File: src/rtl/crop_frame_sequencer_pkg.sv
// Shared types and helpers for the crop frame sequencer and its pixel counter.
package crop_frame_sequencer_pkg;

  typedef enum logic [1:0] {
    IDLE  = 2'd0,
    ARM   = 2'd1,
    RUN   = 2'd2,
    DRAIN = 2'd3
  } crop_seq_state_t;

  // Keeps the crop window inside the input frame.
  function automatic int unsigned clamp_origin(input int unsigned req, input int unsigned max_origin);
    return (req > max_origin) ? max_origin : req;
  endfunction

endpackage

File: src/rtl/crop_frame_sequencer_if.sv
// Control/observation bundle between the crop filter environment (master) and the sequencer (slave).
interface crop_frame_sequencer_if #(
  parameter int unsigned USER_WIDTH = 2,
  parameter int unsigned IN_ROWS    = 20,
  parameter int unsigned IN_COLS    = 20
);
  logic                       ap_start;
  logic                       ap_done;
  logic                       ap_idle;
  logic                       ap_ready;
  logic [$clog2(IN_COLS)-1:0] cfg_crop_x0;
  logic [$clog2(IN_ROWS)-1:0] cfg_crop_y0;
  logic                       s_axis_tvalid;
  logic                       s_axis_tready;
  logic [USER_WIDTH-1:0]      s_axis_tuser;
  logic                       m_axis_tvalid;
  logic                       m_axis_tready;
  logic                       frame_en;
  logic [$clog2(IN_COLS)-1:0] crop_x0;
  logic [$clog2(IN_ROWS)-1:0] crop_y0;
  logic [$clog2(IN_COLS)-1:0] cnt_col;
  logic [$clog2(IN_ROWS)-1:0] cnt_row;
  logic                       sof_err;

  modport master (
    output ap_start, cfg_crop_x0, cfg_crop_y0,
    output s_axis_tvalid, s_axis_tready, s_axis_tuser, m_axis_tvalid, m_axis_tready,
    input  ap_done, ap_idle, ap_ready, frame_en, crop_x0, crop_y0, cnt_col, cnt_row, sof_err
  );

  modport slave (
    input  ap_start, cfg_crop_x0, cfg_crop_y0,
    input  s_axis_tvalid, s_axis_tready, s_axis_tuser, m_axis_tvalid, m_axis_tready,
    output ap_done, ap_idle, ap_ready, frame_en, crop_x0, crop_y0, cnt_col, cnt_row, sof_err
  );
endinterface

File: src/rtl/crop_pixel_counter.sv
// Column/row raster counter; outputs show the current pixel, registers hold the next one.
module crop_pixel_counter #(
  parameter int unsigned ROWS = 20,
  parameter int unsigned COLS = 20
) (
  input  logic                    clk,
  input  logic                    rst_n,
  input  logic                    inc_i,
  input  logic                    sync_clear_i,
  output logic [$clog2(COLS)-1:0] col_o,
  output logic [$clog2(ROWS)-1:0] row_o,
  output logic                    at_origin_o,
  output logic                    col_wrap_o,
  output logic                    frame_wrap_o
);
  localparam int unsigned COL_W = $clog2(COLS);
  localparam int unsigned ROW_W = $clog2(ROWS);

  logic [COL_W-1:0] col_q, col_d, colBase;
  logic [ROW_W-1:0] row_q, row_d, rowBase;

  // A sync clear bypasses the registers so the clearing beat itself reads as (0,0).
  always_comb begin
    colBase      = sync_clear_i ? '0 : col_q;
    rowBase      = sync_clear_i ? '0 : row_q;
    col_wrap_o   = (colBase == COL_W'(COLS - 1));
    frame_wrap_o = col_wrap_o && (rowBase == ROW_W'(ROWS - 1));
    col_d        = colBase;
    row_d        = rowBase;
    if (inc_i) begin
      if (col_wrap_o) begin
        col_d = '0;
        row_d = (rowBase == ROW_W'(ROWS - 1)) ? '0 : rowBase + ROW_W'(1);
      end else begin
        col_d = colBase + COL_W'(1);
      end
    end
  end

  always_ff @(posedge clk or negedge rst_n) begin
    if (!rst_n) begin
      col_q <= '0;
      row_q <= '0;
    end else begin
      col_q <= col_d;
      row_q <= row_d;
    end
  end

  assign col_o       = colBase;
  assign row_o       = rowBase;
  assign at_origin_o = (col_q == '0) && (row_q == '0);

endmodule

File: src/rtl/crop_frame_sequencer.sv
// Per-frame crop controller: pixel counters, clamped origin latch and ap_* handshake.
// Optional DRAIN watchdog is built when CROP_SEQ_TIMEOUT_EN is defined.
module crop_frame_sequencer
  import crop_frame_sequencer_pkg::*;
#(
  parameter int unsigned USER_WIDTH = 2,
  parameter int unsigned IN_ROWS    = 20,
  parameter int unsigned IN_COLS    = 20,
  parameter int unsigned OUT_ROWS   = 10,
  parameter int unsigned OUT_COLS   = 10
) (
  input logic                   clk,
  input logic                   s_axis_resetn,
  crop_frame_sequencer_if.slave bus
);
  localparam int unsigned COL_W  = $clog2(IN_COLS);
  localparam int unsigned ROW_W  = $clog2(IN_ROWS);
  localparam int unsigned TARGET = OUT_ROWS * OUT_COLS;
  localparam int unsigned OC_W   = $clog2(TARGET + 1);
  localparam int unsigned MAX_X0 = IN_COLS - OUT_COLS;
  localparam int unsigned MAX_Y0 = IN_ROWS - OUT_ROWS;

  crop_seq_state_t  state_q;
  logic [COL_W-1:0] cropX0_q;
  logic [ROW_W-1:0] cropY0_q;
  logic [OC_W-1:0]  outCnt_q, outCnt_d;
  logic             apDone_q, apReady_q, apIdle_q, sofErr_q;
  logic             sBeat, sofBeat, mBeat, accept, cntInc, cntClear, drainDone, wdogFire;
  logic             atOrigin, frameWrap, col_wrap_unused, user_unused;
  logic [COL_W-1:0] colPos;
  logic [ROW_W-1:0] rowPos;

  assign user_unused = ^bus.s_axis_tuser[USER_WIDTH-1:0];

  // Output beats saturate at the target so stray extra beats cannot wrap the count.
  always_comb begin
    sBeat    = bus.s_axis_tvalid & bus.s_axis_tready;
    sofBeat  = sBeat & bus.s_axis_tuser[0];
    mBeat    = bus.m_axis_tvalid & bus.m_axis_tready;
    accept   = (state_q == IDLE) & bus.ap_start;
    cntInc   = ((state_q == ARM) & sofBeat) | ((state_q == RUN) & sBeat);
    cntClear = accept | (((state_q == ARM) | (state_q == RUN)) & sofBeat);
    outCnt_d = outCnt_q;
    if (((state_q == RUN) | (state_q == DRAIN)) & mBeat & (outCnt_q != OC_W'(TARGET)))
      outCnt_d = outCnt_q + OC_W'(1);
    drainDone = (outCnt_d == OC_W'(TARGET));
  end

  crop_pixel_counter #(
    .ROWS (IN_ROWS),
    .COLS (IN_COLS)
  ) u_counter (
    .clk          (clk),
    .rst_n        (s_axis_resetn),
    .inc_i        (cntInc),
    .sync_clear_i (cntClear),
    .col_o        (colPos),
    .row_o        (rowPos),
    .at_origin_o  (atOrigin),
    .col_wrap_o   (col_wrap_unused),
    .frame_wrap_o (frameWrap)
  );

`ifdef CROP_SEQ_TIMEOUT_EN
  logic [15:0] wdog_q;

  always_ff @(posedge clk or negedge s_axis_resetn) begin
    if (!s_axis_resetn)
      wdog_q <= '0;
    else if ((state_q != DRAIN) || mBeat)
      wdog_q <= '0;
    else
      wdog_q <= wdog_q + 16'd1;
  end

  assign wdogFire = (state_q == DRAIN) && (wdog_q == 16'hFFFF);
`else
  assign wdogFire = 1'b0;
`endif

  always_ff @(posedge clk or negedge s_axis_resetn) begin
    if (!s_axis_resetn) begin
      state_q   <= IDLE;
      cropX0_q  <= '0;
      cropY0_q  <= '0;
      outCnt_q  <= '0;
      apDone_q  <= 1'b0;
      apReady_q <= 1'b0;
      apIdle_q  <= 1'b1;
      sofErr_q  <= 1'b0;
    end else begin
      apDone_q  <= 1'b0;
      apReady_q <= 1'b0;
      sofErr_q  <= 1'b0;
      outCnt_q  <= outCnt_d;
      unique case (state_q)
        IDLE: if (accept) begin
          apReady_q <= 1'b1;
          apIdle_q  <= 1'b0;
          cropX0_q  <= COL_W'(clamp_origin(32'(bus.cfg_crop_x0), MAX_X0));
          cropY0_q  <= ROW_W'(clamp_origin(32'(bus.cfg_crop_y0), MAX_Y0));
          outCnt_q  <= '0;
          state_q   <= ARM;
        end
        ARM: if (sofBeat) state_q <= RUN;
        // A misplaced SOF resyncs the counters and keeps the frame running.
        RUN: begin
          if (sofBeat && !atOrigin)
            sofErr_q <= 1'b1;
          else if (sBeat && frameWrap)
            state_q <= DRAIN;
        end
        DRAIN: if (drainDone || wdogFire) begin
          apDone_q <= 1'b1;
          sofErr_q <= wdogFire;
          apIdle_q <= 1'b1;
          state_q  <= IDLE;
        end
        default: state_q <= IDLE;
      endcase
    end
  end

  assign bus.ap_done  = apDone_q;
  assign bus.ap_ready = apReady_q;
  assign bus.ap_idle  = apIdle_q;
  assign bus.sof_err  = sofErr_q;
  assign bus.crop_x0  = cropX0_q;
  assign bus.crop_y0  = cropY0_q;
  assign bus.cnt_col  = colPos;
  assign bus.cnt_row  = rowPos;
  assign bus.frame_en = (state_q == RUN) | ((state_q == ARM) & sofBeat);

endmodule

File: src/flat_wrapper.sv
// flat-port wrapper written by rule: the top's interface ports become plain ports
module crop_frame_sequencer_flat import crop_frame_sequencer_pkg::*;
#(
  parameter int unsigned USER_WIDTH = 2,
  parameter int unsigned IN_ROWS    = 20,
  parameter int unsigned IN_COLS    = 20,
  parameter int unsigned OUT_ROWS   = 10,
  parameter int unsigned OUT_COLS   = 10
)
  (clk, s_axis_resetn, bus_ap_start, bus_cfg_crop_x0, bus_cfg_crop_y0, bus_s_axis_tvalid, bus_s_axis_tready, bus_s_axis_tuser, bus_m_axis_tvalid, bus_m_axis_tready, bus_ap_done, bus_ap_idle, bus_ap_ready, bus_frame_en, bus_crop_x0, bus_crop_y0, bus_cnt_col, bus_cnt_row, bus_sof_err);
  crop_frame_sequencer_if #(.USER_WIDTH(USER_WIDTH), .IN_ROWS(IN_ROWS), .IN_COLS(IN_COLS)) bus_i ();
  input logic clk;
  input logic s_axis_resetn;
  input wire logic [$bits(bus_i.ap_start)-1:0] bus_ap_start;
  input wire logic [$bits(bus_i.cfg_crop_x0)-1:0] bus_cfg_crop_x0;
  input wire logic [$bits(bus_i.cfg_crop_y0)-1:0] bus_cfg_crop_y0;
  input wire logic [$bits(bus_i.s_axis_tvalid)-1:0] bus_s_axis_tvalid;
  input wire logic [$bits(bus_i.s_axis_tready)-1:0] bus_s_axis_tready;
  input wire logic [$bits(bus_i.s_axis_tuser)-1:0] bus_s_axis_tuser;
  input wire logic [$bits(bus_i.m_axis_tvalid)-1:0] bus_m_axis_tvalid;
  input wire logic [$bits(bus_i.m_axis_tready)-1:0] bus_m_axis_tready;
  output wire logic [$bits(bus_i.ap_done)-1:0] bus_ap_done;
  output wire logic [$bits(bus_i.ap_idle)-1:0] bus_ap_idle;
  output wire logic [$bits(bus_i.ap_ready)-1:0] bus_ap_ready;
  output wire logic [$bits(bus_i.frame_en)-1:0] bus_frame_en;
  output wire logic [$bits(bus_i.crop_x0)-1:0] bus_crop_x0;
  output wire logic [$bits(bus_i.crop_y0)-1:0] bus_crop_y0;
  output wire logic [$bits(bus_i.cnt_col)-1:0] bus_cnt_col;
  output wire logic [$bits(bus_i.cnt_row)-1:0] bus_cnt_row;
  output wire logic [$bits(bus_i.sof_err)-1:0] bus_sof_err;
  assign bus_i.ap_start = bus_ap_start;
  assign bus_i.cfg_crop_x0 = bus_cfg_crop_x0;
  assign bus_i.cfg_crop_y0 = bus_cfg_crop_y0;
  assign bus_i.s_axis_tvalid = bus_s_axis_tvalid;
  assign bus_i.s_axis_tready = bus_s_axis_tready;
  assign bus_i.s_axis_tuser = bus_s_axis_tuser;
  assign bus_i.m_axis_tvalid = bus_m_axis_tvalid;
  assign bus_i.m_axis_tready = bus_m_axis_tready;
  assign bus_ap_done = bus_i.ap_done;
  assign bus_ap_idle = bus_i.ap_idle;
  assign bus_ap_ready = bus_i.ap_ready;
  assign bus_frame_en = bus_i.frame_en;
  assign bus_crop_x0 = bus_i.crop_x0;
  assign bus_crop_y0 = bus_i.crop_y0;
  assign bus_cnt_col = bus_i.cnt_col;
  assign bus_cnt_row = bus_i.cnt_row;
  assign bus_sof_err = bus_i.sof_err;
  crop_frame_sequencer #(.USER_WIDTH(USER_WIDTH), .IN_ROWS(IN_ROWS), .IN_COLS(IN_COLS), .OUT_ROWS(OUT_ROWS), .OUT_COLS(OUT_COLS)) u_core (.clk(clk), .s_axis_resetn(s_axis_resetn), .bus(bus_i));
endmodule
File: config.mk
export PLATFORM = sky130hd
export DESIGN_NAME = crop_frame_sequencer_flat
export DESIGN_NICKNAME = d
export VERILOG_FILES = /design/src/rtl/crop_frame_sequencer_pkg.sv /design/src/rtl/crop_frame_sequencer_if.sv /design/src/rtl/crop_pixel_counter.sv /design/src/rtl/crop_frame_sequencer.sv /design/src/flat_wrapper.sv
export SDC_FILE = /design/constraint.sdc
export NUM_CORES = 1
export LEC_CHECK = 0
export BUFFER_PORTS_ARGS = -buffer_cell sky130_fd_sc_hd__buf_2
export CAP_MARGIN = 20
export CORE_MARGIN = 2
export CORE_UTILIZATION = 58
export CTS_CLUSTER_DIAMETER = 40
export CTS_CLUSTER_SIZE = 40
export DETAILED_ROUTE_END_ITERATION = 8
export PLACE_DENSITY = 0.95
export SLEW_MARGIN = 10
export SYNTH_ARGS = -nofsm -noshare
export SYNTH_HDL_FRONTEND = slang
export SYNTH_HIERARCHICAL = 1
export SYNTH_SLANG_ARGS = --single-unit
export TNS_END_PERCENT = 5
File: constraint.sdc
create_clock -name clk -period 4.8 [get_ports clk]
set_input_delay 0.48 -clock clk [delete_from_list [all_inputs] [get_ports clk]]
set_output_delay 0.48 -clock clk [all_outputs]
set_load 0.005 [all_outputs]
Yosys cells after proc, flatten, opt, wreduce, memory -nomap -nowiden
Index checks and enable logic that the tools add are counted.
W data, S select, Z words.
{"block": "classes", "add_sub_neg": 3, "magnitude_cmp": 2, "eq_ne": 12, "mux": 27, "bitwise": 14, "n_reduce_logical": 12}
{"cell": "$mux W5", "count": 9}
{"cell": "$mux W7", "count": 3}
{"cell": "$add A5 B1 Y5 const B", "count": 2}
{"cell": "$eq A5 B5 Y1 const B", "count": 2}
{"cell": "$gt A5 B4 Y1 const B", "count": 2}
{"cell": "$logic_not A5 Y1", "count": 2}
{"cell": "$mux W2", "count": 5}
{"cell": "$and A1 B1 Y1", "count": 9}
{"cell": "$mux W1", "count": 8}
{"cell": "$pmux W2 S4", "count": 1}
{"cell": "$add A7 B1 Y7 const B", "count": 1}
{"cell": "$eq A7 B7 Y1 const B", "count": 1}
{"cell": "$ne A7 B7 Y1 const B", "count": 1}
{"cell": "$ne A2 B1 Y1 const B", "count": 3}
{"cell": "$or A1 B1 Y1", "count": 5}
{"cell": "$reduce_and A5 Y1", "count": 1}
{"cell": "$eq A2 B2 Y1 const B", "count": 2}
{"cell": "$logic_and A1 B1 Y1", "count": 4}
{"cell": "$ne A2 B2 Y1 const B", "count": 2}
{"cell": "$reduce_and A3 Y1", "count": 1}
{"cell": "$eq A2 B1 Y1 const B", "count": 1}
{"cell": "$logic_not A2 Y1", "count": 1}
{"cell": "$pmux W1 S2", "count": 1}
{"cell": "$reduce_and A2 Y1", "count": 1}
{"cell": "2 further kinds", "count": 2}
{"block": "totals", "ff_bits": 33, "in_bits": 19, "output_inout_bits": 25, "word_cells": 80}

Longest topological paths before layout
Gate-level depths: netlist of run 1.
{"block": "logic_depth", "word_depth": 11, "ltp_mapped": 14}

Hierarchy
Netlist of run 1, hierarchy kept.
{"mod": "crop_frame_sequencer", "instances": 1, "cells_per_inst": 130, "area_each_um2": 1266.2, "seq_area_each_um2": 576.8}
{"mod": "crop_pixel_counter", "instances": 1, "cells_per_inst": 65, "area_each_um2": 654.4, "seq_area_each_um2": 250.2}

Worst setup path after synthesis of run 1
Ideal clock, no wire load.
{"block": "synth_path", "path_kind": "reg-to-reg", "start": "register u_core.state_q[0]", "end": "register u_core.state_q[1]", "setup_ns": 0.079, "arrival_ns": 3.081, "slack_ns": 1.639, "path_stages_with_launch": 15, "path_cell_list": "dfrtp_1 inv_1 ha_1 nand2_1 clkbuf_1 o21ai_0 buf_2 nor2b_1 ha_1 and2_1 and4_1 o2111ai_1 a21o_1 nor3_1 mux2i_1"}
{"block": "synth_between", "elab_chain_cells": 10}
{"item": "start, declared", "line_no": "crop_frame_sequencer.sv:23", "source": "crop_seq_state_t state_q;"}
{"item": "start signal, assigned", "line_no": "crop_frame_sequencer.sv:83", "source": "state_q <= IDLE;"}
{"item": "start signal, assigned", "line_no": "crop_frame_sequencer.sv:103", "source": "state_q <= ARM;"}
{"item": "start signal, assigned", "line_no": "crop_frame_sequencer.sv:105", "source": "ARM: if (sofBeat) state_q <= RUN;"}
{"item": "$eq A2 B1 Y1 or $eq A2 B2 Y1 (tied branches)", "line_no": "crop_frame_sequencer.sv:42", "source": "cntClear = accept | (((state_q == ARM) | (state_q == RUN)) & sofBeat);"}
{"item": "$or A1 B1 Y1", "line_no": "crop_frame_sequencer.sv:42"}
{"item": "$and A1 B1 Y1", "line_no": "crop_frame_sequencer.sv:42"}
{"item": "$or A1 B1 Y1 (*)", "line_no": "crop_frame_sequencer.sv:42"}
{"item": "net u_core.cntClear", "line_no": "crop_frame_sequencer.sv:28", "source": "logic sBeat, sofBeat, mBeat, accept, cntInc, cntClear, drainDone, wdogFire;"}
{"item": "$mux W5 (*)", "line_no": "crop_pixel_counter.sv:24", "source": "colBase = sync_clear_i ? '0 : col_q;"}
{"item": "net bus_cnt_col[0]", "line_no": "flat_wrapper.sv:28", "source": "output wire logic [$bits(bus_i.cnt_col)-1:0] bus_cnt_col;"}
{"item": "$eq A5 B5 Y1 (*)", "line_no": "crop_pixel_counter.sv:26", "source": "col_wrap_o = (colBase == COL_W'(COLS - 1));"}
{"item": "net u_core.col_wrap_unused", "line_no": "crop_frame_sequencer.sv:29", "source": "logic atOrigin, frameWrap, col_wrap_unused, user_unused;"}
{"item": "$logic_and A1 B1 Y1 (*)", "line_no": "crop_pixel_counter.sv:27", "source": "frame_wrap_o = col_wrap_o && (rowBase == ROW_W'(ROWS - 1));"}
{"item": "net u_core.frameWrap", "line_no": "crop_frame_sequencer.sv:29"}
{"item": "$logic_and A1 B1 Y1 (*)", "line_no": "crop_frame_sequencer.sv:110", "source": "else if (sBeat && frameWrap)"}
{"item": "$ne A2 B2 Y1 (no source line) (*)"}
{"item": "$reduce_and A5 Y1 (no source line) (*)"}
Mark *: on every way through the listed nets, which the timed path passes. The rest lies on a longest branch.
A chain may end at the register's enable or synchronous reset.

Final worst setup path of run 1
{"block": "layout_path", "start": "register u_core.state_q[0]", "end": "register u_core.state_q[1]"}
{"block": "layout_between", "elab_chain_cells": 10}
{"item": "$eq A2 B1 Y1 or $eq A2 B2 Y1 (tied branches)", "line_no": "crop_frame_sequencer.sv:42"}
{"item": "$or A1 B1 Y1", "line_no": "crop_frame_sequencer.sv:42"}
{"item": "$and A1 B1 Y1", "line_no": "crop_frame_sequencer.sv:42"}
{"item": "$or A1 B1 Y1 (*)", "line_no": "crop_frame_sequencer.sv:42"}
{"item": "net u_core.cntClear", "line_no": "crop_frame_sequencer.sv:28"}
{"item": "$mux W5 (*)", "line_no": "crop_pixel_counter.sv:24"}
{"item": "$eq A5 B5 Y1 (*)", "line_no": "crop_pixel_counter.sv:26"}
{"item": "net u_core.col_wrap_unused", "line_no": "crop_frame_sequencer.sv:29"}
{"item": "$logic_and A1 B1 Y1 (*)", "line_no": "crop_pixel_counter.sv:27"}
{"item": "net u_core.frameWrap", "line_no": "crop_frame_sequencer.sv:29"}
{"item": "$logic_and A1 B1 Y1 (*)", "line_no": "crop_frame_sequencer.sv:110"}
{"item": "$ne A2 B2 Y1 (no source line) (*)"}
{"item": "$reduce_and A5 Y1 (no source line) (*)"}
Marks and branches as above.

==> summary.md, run 1 <==
| Metric | Value |
|---|---|
| Via count | 1630 |
| Largest net degree at the start of global routing | 34 |
| Worst-path fanout max | 17 |
| Filler Cell Count | 238 |
| Unrepaired setup endpoints after global routing | false |
| GRT Overall Usage | 24.85% |
| Synth Instances | 195 |
| Drt initial violations | 87 |
| Synth Register Bits | 33 |
| Vias/cell | 5.699 |
| Die width | 61.55 um |
| Post-DP Area | 2176 sq um |
| Worst-skew pair later-pin latency | 320 ps |
| Worst-path clk slew | 110 ps |
| DRC | 0 |
| Sw Ratio | 33.49% |
| Synth area leader | dfrtp_1 |
| Final setup viols | 0 |
| Fin cells | 286 |
| YS warnings | 6 |
| Status | completed |
| DR pass1 iterations | 4 |
| Die area | 3788 sq um |
| Final Skew | 7.976 ps |
| ANT nets after route | 0 |
| Worst-Margin Slew | 717.2 ps |
| Hold Fails Final Rpt | 0 |
| Crit path top cell by count | ha_1 |
| Placer Congestion | 0.9005 |
| Netlist cell types | 54 |
| Sw Pwr | 258.7 uW |
| Critical path capture point type | register |
| Period minus WS final | 3329 ps |
| First-pass GRT wire length | 6844 um |
| Synth Flop Type | dfrtp_1 |
| Buf/Inv on CP | 2 |
| Req. time, crit path | 5050 ps |
| Hold_ws | 202.7 ps |
| Remaining Overflow, GRT | 0 |
| P_int | 513.8 uW |
| CTS sink cnt | 33 |
| Synth top area share | 41.69% |
| Routed len/inst | 14.37 um |
| Peak VDD IR | 0.0003122 V |
| Ranking of synthesized cells by area | dfrtp_1, ha_1, nor2_1 |
| DP Cell Count | 278 |
| Slew Limit Headroom | 52.19% |
| Ys async rst share | 100.0% |
| Chip height | 61.55 um |
| H-tree Lvls | 2 |
| Starting Density | 61.90% |
| Startpoint types | register |
| Mapped cell area | 1921 sq um |
| Post_cts resized | 0 |
| Vias in the first global route | 1521 |
| Post-CTS setup buffer count | 0 |
| Critical-path top delay cell | dfrtp_1 |
| Critical path, cell by cell | inv_1, ha_1, nand2_1, o21ai_0, buf_4, nor2b_1, ha_1, and2_1, and4_1, o2111ai_1, a21o_1, nor3_1, mux2i_1 |
| Maxcap violations | 0 |
| Logic pwr share | 24.7% |
| Cts hold-fix bufs | 0 |
| Port bufs | 42 |
| Clk root buf | clkbuf_4 |
| Layout area overhead | 17.65% |
| Core Region | 3103 sq um |
| FP Rows | 20 |
| Mean Syn Cell Area | 9.849 sq um |
| Nets | 269 |
| Clock power share | 26.6% |
| Power per cell area | 341.9 nW/um^2 |
| CTS max path bufs | 2 |
| Post-Layout Inst Area | 2260 sq um |
| CTS tree | done |
| Sequential Power Share | 48.7% |
| Leak | 1.173 nW |
| CTS Buf Count | 5 |
| Fin crit share | 69.35% |
| EDFF count, synth | 0 |
| WS Path Type | register to register |
| Syn nets | 223 |
| Hpwl dp | 3021 um |
| Setup TNS | 0 ps |
| Antenna diode count | 0 |
| CP arrival | 3580 ps |
| Worst path top cell family by delay | simple AND/OR/NAND/NOR gates |
| Max-slew violations | 0 |
| Initial antenna violation count | 0 |
| CP peak stage delay | 410 ps |
| Routed WL | 4111 um |
| Part of the Yosys area used for sequential elements | 43.06% |
| Layout cell share with drive strength beyond 1 | 25.21% |
| Fmax | 300.4 MHz |
| I/O pin cnt | 44 |
| Worst min path class | input pin to async pin |
registers in the layout, summed over array words and instances, names as in the netlist:
| register | flops |
|---|---|
| u_core/bus.crop_y0 | 5 |
| u_core/u_counter/row_q | 5 |
| u_core/bus.sof_err | 1 |
| u_core/bus.crop_x0 | 5 |
| u_core/u_counter/col_q | 5 |
| u_core/bus.ap_idle | 1 |
| u_core/state_q | 2 |
| u_core/bus.ap_done | 1 |
| u_core/outCnt_q | 7 |
| u_core/bus.ap_ready | 1 |
power by group through the flow:
stage | Clock (mW) | Combinational, mW | Sequential [mW]
4_1_cts | 0.211 | 0.192 | 0.374
2_1_floorplan | 0 | 0.138 | 0.364
3_3_place_gp | 0 | 0.181 | 0.374
5_1_grt | 0.226 | 0.219 | 0.384
3_5_place_dp | 0 | 0.190 | 0.379
6_report | 0.205 | 0.191 | 0.376
worst paths after layout:
| kind | slack [ps] | end | startpoint | cells past startpoint |
|---|---|---|---|---|
| setup reg to reg | 1470 | u_core/state_q[1]$_DFFE_PN0P_ | u_core/state_q[0]$_DFFE_PN0P_ | 13 |
| hold / removal | 200 | u_core/outCnt_q[6]$_DFF_PN0_ | s_axis_resetn | 1 |
| setup / recovery | 1470 | u_core/state_q[1]$_DFFE_PN0P_ | u_core/state_q[0]$_DFFE_PN0P_ | 13 |
| min in group clk | 390 | u_core/bus.crop_y0[2]$_DFFE_PN0P_ | bus_cfg_crop_y0[2] | 2 |
| hold reg to reg | 480 | u_core/bus.crop_y0[0]$_DFFE_PN0P_ | u_core/bus.crop_y0[0]$_DFFE_PN0P_ | 2 |
| max in group asynchronous | 4140 | u_core/outCnt_q[4]$_DFF_PN0_ | s_axis_resetn | 1 |
cell families after synthesis:
kind of cell	after synthesis	synth area share [%]
AOI/OAI and AO/OA	37	14.07
buffers and inverters	19	3.843
xor gates and xnor gates	9	4.104
DFF	33	43.06
and+or+nand+nor	82	25.54
adders and majority gates	9	5.863
muxes	6	3.518
per-layer routing:
metal	up-vias	routed length [um]	global-route usage, %	part of all wire (%)
met4	0	65	10.94	1.6
li1	794	-	-	-
met5	-	0	0	0
met1	781	1781	33.47	43
met3	6	205	4.412	5.0
met2	49	2057	39.40	50
synthesized netlist by cell type (3+ instances only):
| master | n |
|---|---|
| nand2_1 | 9 |
| a22o_1 | 3 |
| a31oi_1 | 3 |
| nor2b_1 | 8 |
| and2_1 | 4 |
| dfrtp_1 | 32 |
| xor2_1 | 3 |
| nor2_1 | 24 |
| nor3_1 | 5 |
| mux2i_1 | 3 |
| ha_1 | 9 |
| nand2b_1 | 3 |
| a21oi_1 | 8 |
| o21ai_0 | 6 |
| and2b_1 | 4 |
| nand4_1 | 3 |
| xnor2_1 | 6 |
| nand3_1 | 5 |
| inv_1 | 14 |
through the flow:
| step | util (%) | total power [mW] | setup slack [ps] |
|---|---|---|---|
| floorplan | - | 0.5022 | 1639 |
| global placement | 70.12 | 0.5554 | 1657 |
| detailed placement | 70.12 | 0.5683 | 1536 |
| CTS | 72.82 | 0.7775 | 1479 |
| global route | 72.82 | 0.8288 | 1219 |
| finish | 72.82 | 0.7725 | 1471 |
layout by cell type (no fill, tap or decap), types with 3 or more instances in the layout:
master	count
nand4_1	3
a31oi_1	3
clkbuf_4	5
ha_1	9
xor2_1	3
nor2b_1	8
xnor2_1	6
and2b_1	4
o21ai_0	6
a21oi_1	8
nand2b_1	3
and2_1	4
inv_1	14
a22o_1	3
nand3_1	5
nor2_1	24
buf_2	42
dfrtp_1	32
nor3_1	5
nand2_1	9
mux2i_1	3
area by class of cell:
class | count | area (sq um) | share of cell area, %
inverter | 15 | 56.30 | 2.492
clock buffer | 5 | 37.54 | 1.661
timing repair buffer | 43 | 217.7 | 9.635
multi-input combinational | 143 | 1020 | 45.13
clock inverter | 3 | 46.29 | 2.049
tap | 44 | 55.05 | 2.436
sequential | 33 | 827.0 | 36.60
Power figures use the tool's default switching activity.
==> run 2, diff against run 1 <==
- CORE_UTILIZATION: 58 -> 48
- PLACE_DENSITY: 0.95 -> 0.86
- clock period: 4.8 -> 2.9 ns (I/O delays scaled with it)
==> run 2 against run 1 <==
Compared with the run above:
- maximum frequency rose by 23%
- global-route usage decreased by 4.0 points
- sequential share of layout area decreased by 0.70 points
- total power grew 65%
- die area up 19%
- combinational power grew 67%
- clock power is 61% higher
- largest cell class unchanged
==> summary.md, run 2 (same netlist as run 1, synthesis figures left out) <==
| Metric | Value |
|---|---|
| Drt initial violations | 89 |
| Routed len/inst | 14.38 um |
| Port bufs | 42 |
| Worst-Margin Slew | 710.3 ps |
| WS Path Type | register to register |
| Chip height | 67.26 um |
| Post-DP Area | 2213 sq um |
| CP arrival | 2910 ps |
| Die area | 4523 sq um |
| Worst Setup EP | u_core/state_q[1]$_DFFE_PN0P_ |
| Final setup viols | 0 |
| DR pass1 iterations | 4 |
| CTS Buf Count | 5 |
| Slew Limit Headroom | 52.65% |
| FP Rows | 22 |
| Power per cell area | 552.7 nW/um^2 |
| Hold Fails Final Rpt | 0 |
| Overall power | 1.273 mW |
| Vias in the first global route | 1600 |
| First-pass GRT wire length | 7044 um |
| Clock power share | 26.0% |
| Hpwl dp | 3088 um |
| Initial antenna violation count | 0 |
| Logic pwr share | 25.0% |
| Worst min path class | input pin to async pin |
| Post-CTS setup buffer count | 0 |
| Maxcap violations | 0 |
| Fin crit share | 93.28% |
| Post-Layout Inst Area | 2303 sq um |
| Largest net degree at the start of global routing | 34 |
| Sw Ratio | 34.01% |
| CTS tree | done |
| Fmax | 369.7 MHz |
| Worst-path clk slew | 70 ps |
| DRC | 0 |
| CTS sink cnt | 33 |
| Starting Density | 51.30% |
| Nets | 273 |
| Clk root buf | clkbuf_8 |
| CTS max path bufs | 2 |
| Sequential Power Share | 49.0% |
| Vias/cell | 5.619 |
| Max-slew violations | 0 |
| Critical path capture point type | register |
| DP Cell Count | 286 |
| Cts hold-fix bufs | 0 |
| Status | completed |
| Routed WL | 4228 um |
| Leak | 1.198 nW |
| Peak VDD IR | 0.0002635 V |
| Final Skew | 5.262 ps |
| Fin cells | 294 |
| Via count | 1652 |
| Reg2Reg Depth | 12 |
| Antenna diode count | 0 |
| Remaining Overflow, GRT | 0 |
| Placer Congestion | 0.8579 |
| Period minus WS final | 2705 ps |
| R2R Path Start | u_core/state_q[0]$_DFFE_PN0P_ |
| Sw Pwr | 433.0 uW |
| Biggest register | u_core/outCnt_q |
| Flop2flop setup slack | 190 ps |
| Commonest cells after routing, fill and taps aside | buf_2, dfrtp_1, nor2_1 |
| Worst-skew pair later-pin latency | 280 ps |
| ANT nets after route | 0 |
| Startpoint types | register |
| Layout area overhead | 19.93% |
| I/O pin cnt | 44 |
| P_int | 840.2 uW |
| Critical path startpoint | u_core/state_q[0]$_DFFE_PN0P_ |
| Req. time, crit path | 3110 ps |
| R2r endpoint | u_core/state_q[1]$_DFFE_PN0P_ |
| GRT Overall Usage | 20.84% |
| Most common cell after layout, fill and taps aside | buf_2 |
| Core Region | 3744 sq um |
| H-tree Lvls | 2 |
| Post_cts resized | 0 |
| Layout cell share with drive strength beyond 1 | 27.24% |
| Worst-path fanout max | 10 |
| Flip-flop count of the largest register after layout | 7 |
| Die width | 67.26 um |
run 2: critical path, cell delays in order (launching register included):
cell       delay [ps]
dfrtp_1           390
inv_1             100
ha_1              300
inv_1              70
o21ai_1           190
buf_4             240
and2b_1           240
ha_1              170
and4_1            170
o2111ai_1         120
a21o_1            200
nor3_2            230
mux2i_1           220
run 2: final cells by class:
| cell class | count | area [sq um] |
|---|---|---|
| clock inverter | 2 | 10.01 |
| sequential | 33 | 827.0 |
| fill | 323 | 1440 |
| tap | 48 | 60.06 |
| inverter | 15 | 56.30 |
| multi-input combinational | 143 | 1030 |
| clock buffer | 6 | 72.57 |
| timing repair buffer | 47 | 247.7 |
run 2: per-layer routing:
| metal | vias up | wire, um | global-route usage (%) |
|---|---|---|---|
| li1 | 792 | - | - |
| met1 | 797 | 1839 | 25.29 |
| met2 | 57 | 2081 | 34.53 |
| met3 | 6 | 240 | 3.333 |
| met4 | 0 | 67 | 13.01 |
| met5 | - | 0 | 0 |
run 2: worst min-delay path by stage:
stage,start,to,cells past startpoint
finish,s_axis_resetn,u_core/state_q[0]$_DFFE_PN0P_,1
global route,s_axis_resetn,u_core/state_q[0]$_DFFE_PN0P_,1
CTS,s_axis_resetn,u_core/bus.ap_done$_DFF_PN0_,1
detailed placement,s_axis_resetn,u_core/bus.ap_done$_DFF_PN0_,1
global placement,s_axis_resetn,u_core/state_q[0]$_DFFE_PN0P_,1
floorplan,s_axis_resetn,u_core/bus.ap_done$_DFF_PN0_,0
run 2: metrics by stage:
| step | hold slack (ps) | TNS, ps | worst slack [ps] | utilization (%) |
|---|---|---|---|---|
| 2_1_floorplan | -5.591 | 0 | 52.96 | - |
| 3_3_place_gp | 383.3 | 0 | 194.3 | 59.12 |
| 3_5_place_dp | 394.5 | 0 | 101.1 | 59.12 |
| 4_1_cts | 85.21 | 0 | 54.92 | 61.33 |
| 5_1_grt | 110.3 | -5.491 | -5.491 | 61.53 |
| 6_report | 47.65 | 0 | 194.9 | 61.53 |
run 2: power by group through the flow:
| stage | registers [mW] | clock network [mW] | logic [mW] |
|---|---|---|---|
| final | 0.624 | 0.331 | 0.319 |
| after global routing | 0.637 | 0.363 | 0.360 |
| after CTS | 0.621 | 0.342 | 0.321 |
| after detailed placement | 0.629 | 0 | 0.319 |
| after global placement | 0.622 | 0 | 0.305 |
| after floorplan | 0.603 | 0 | 0.231 |
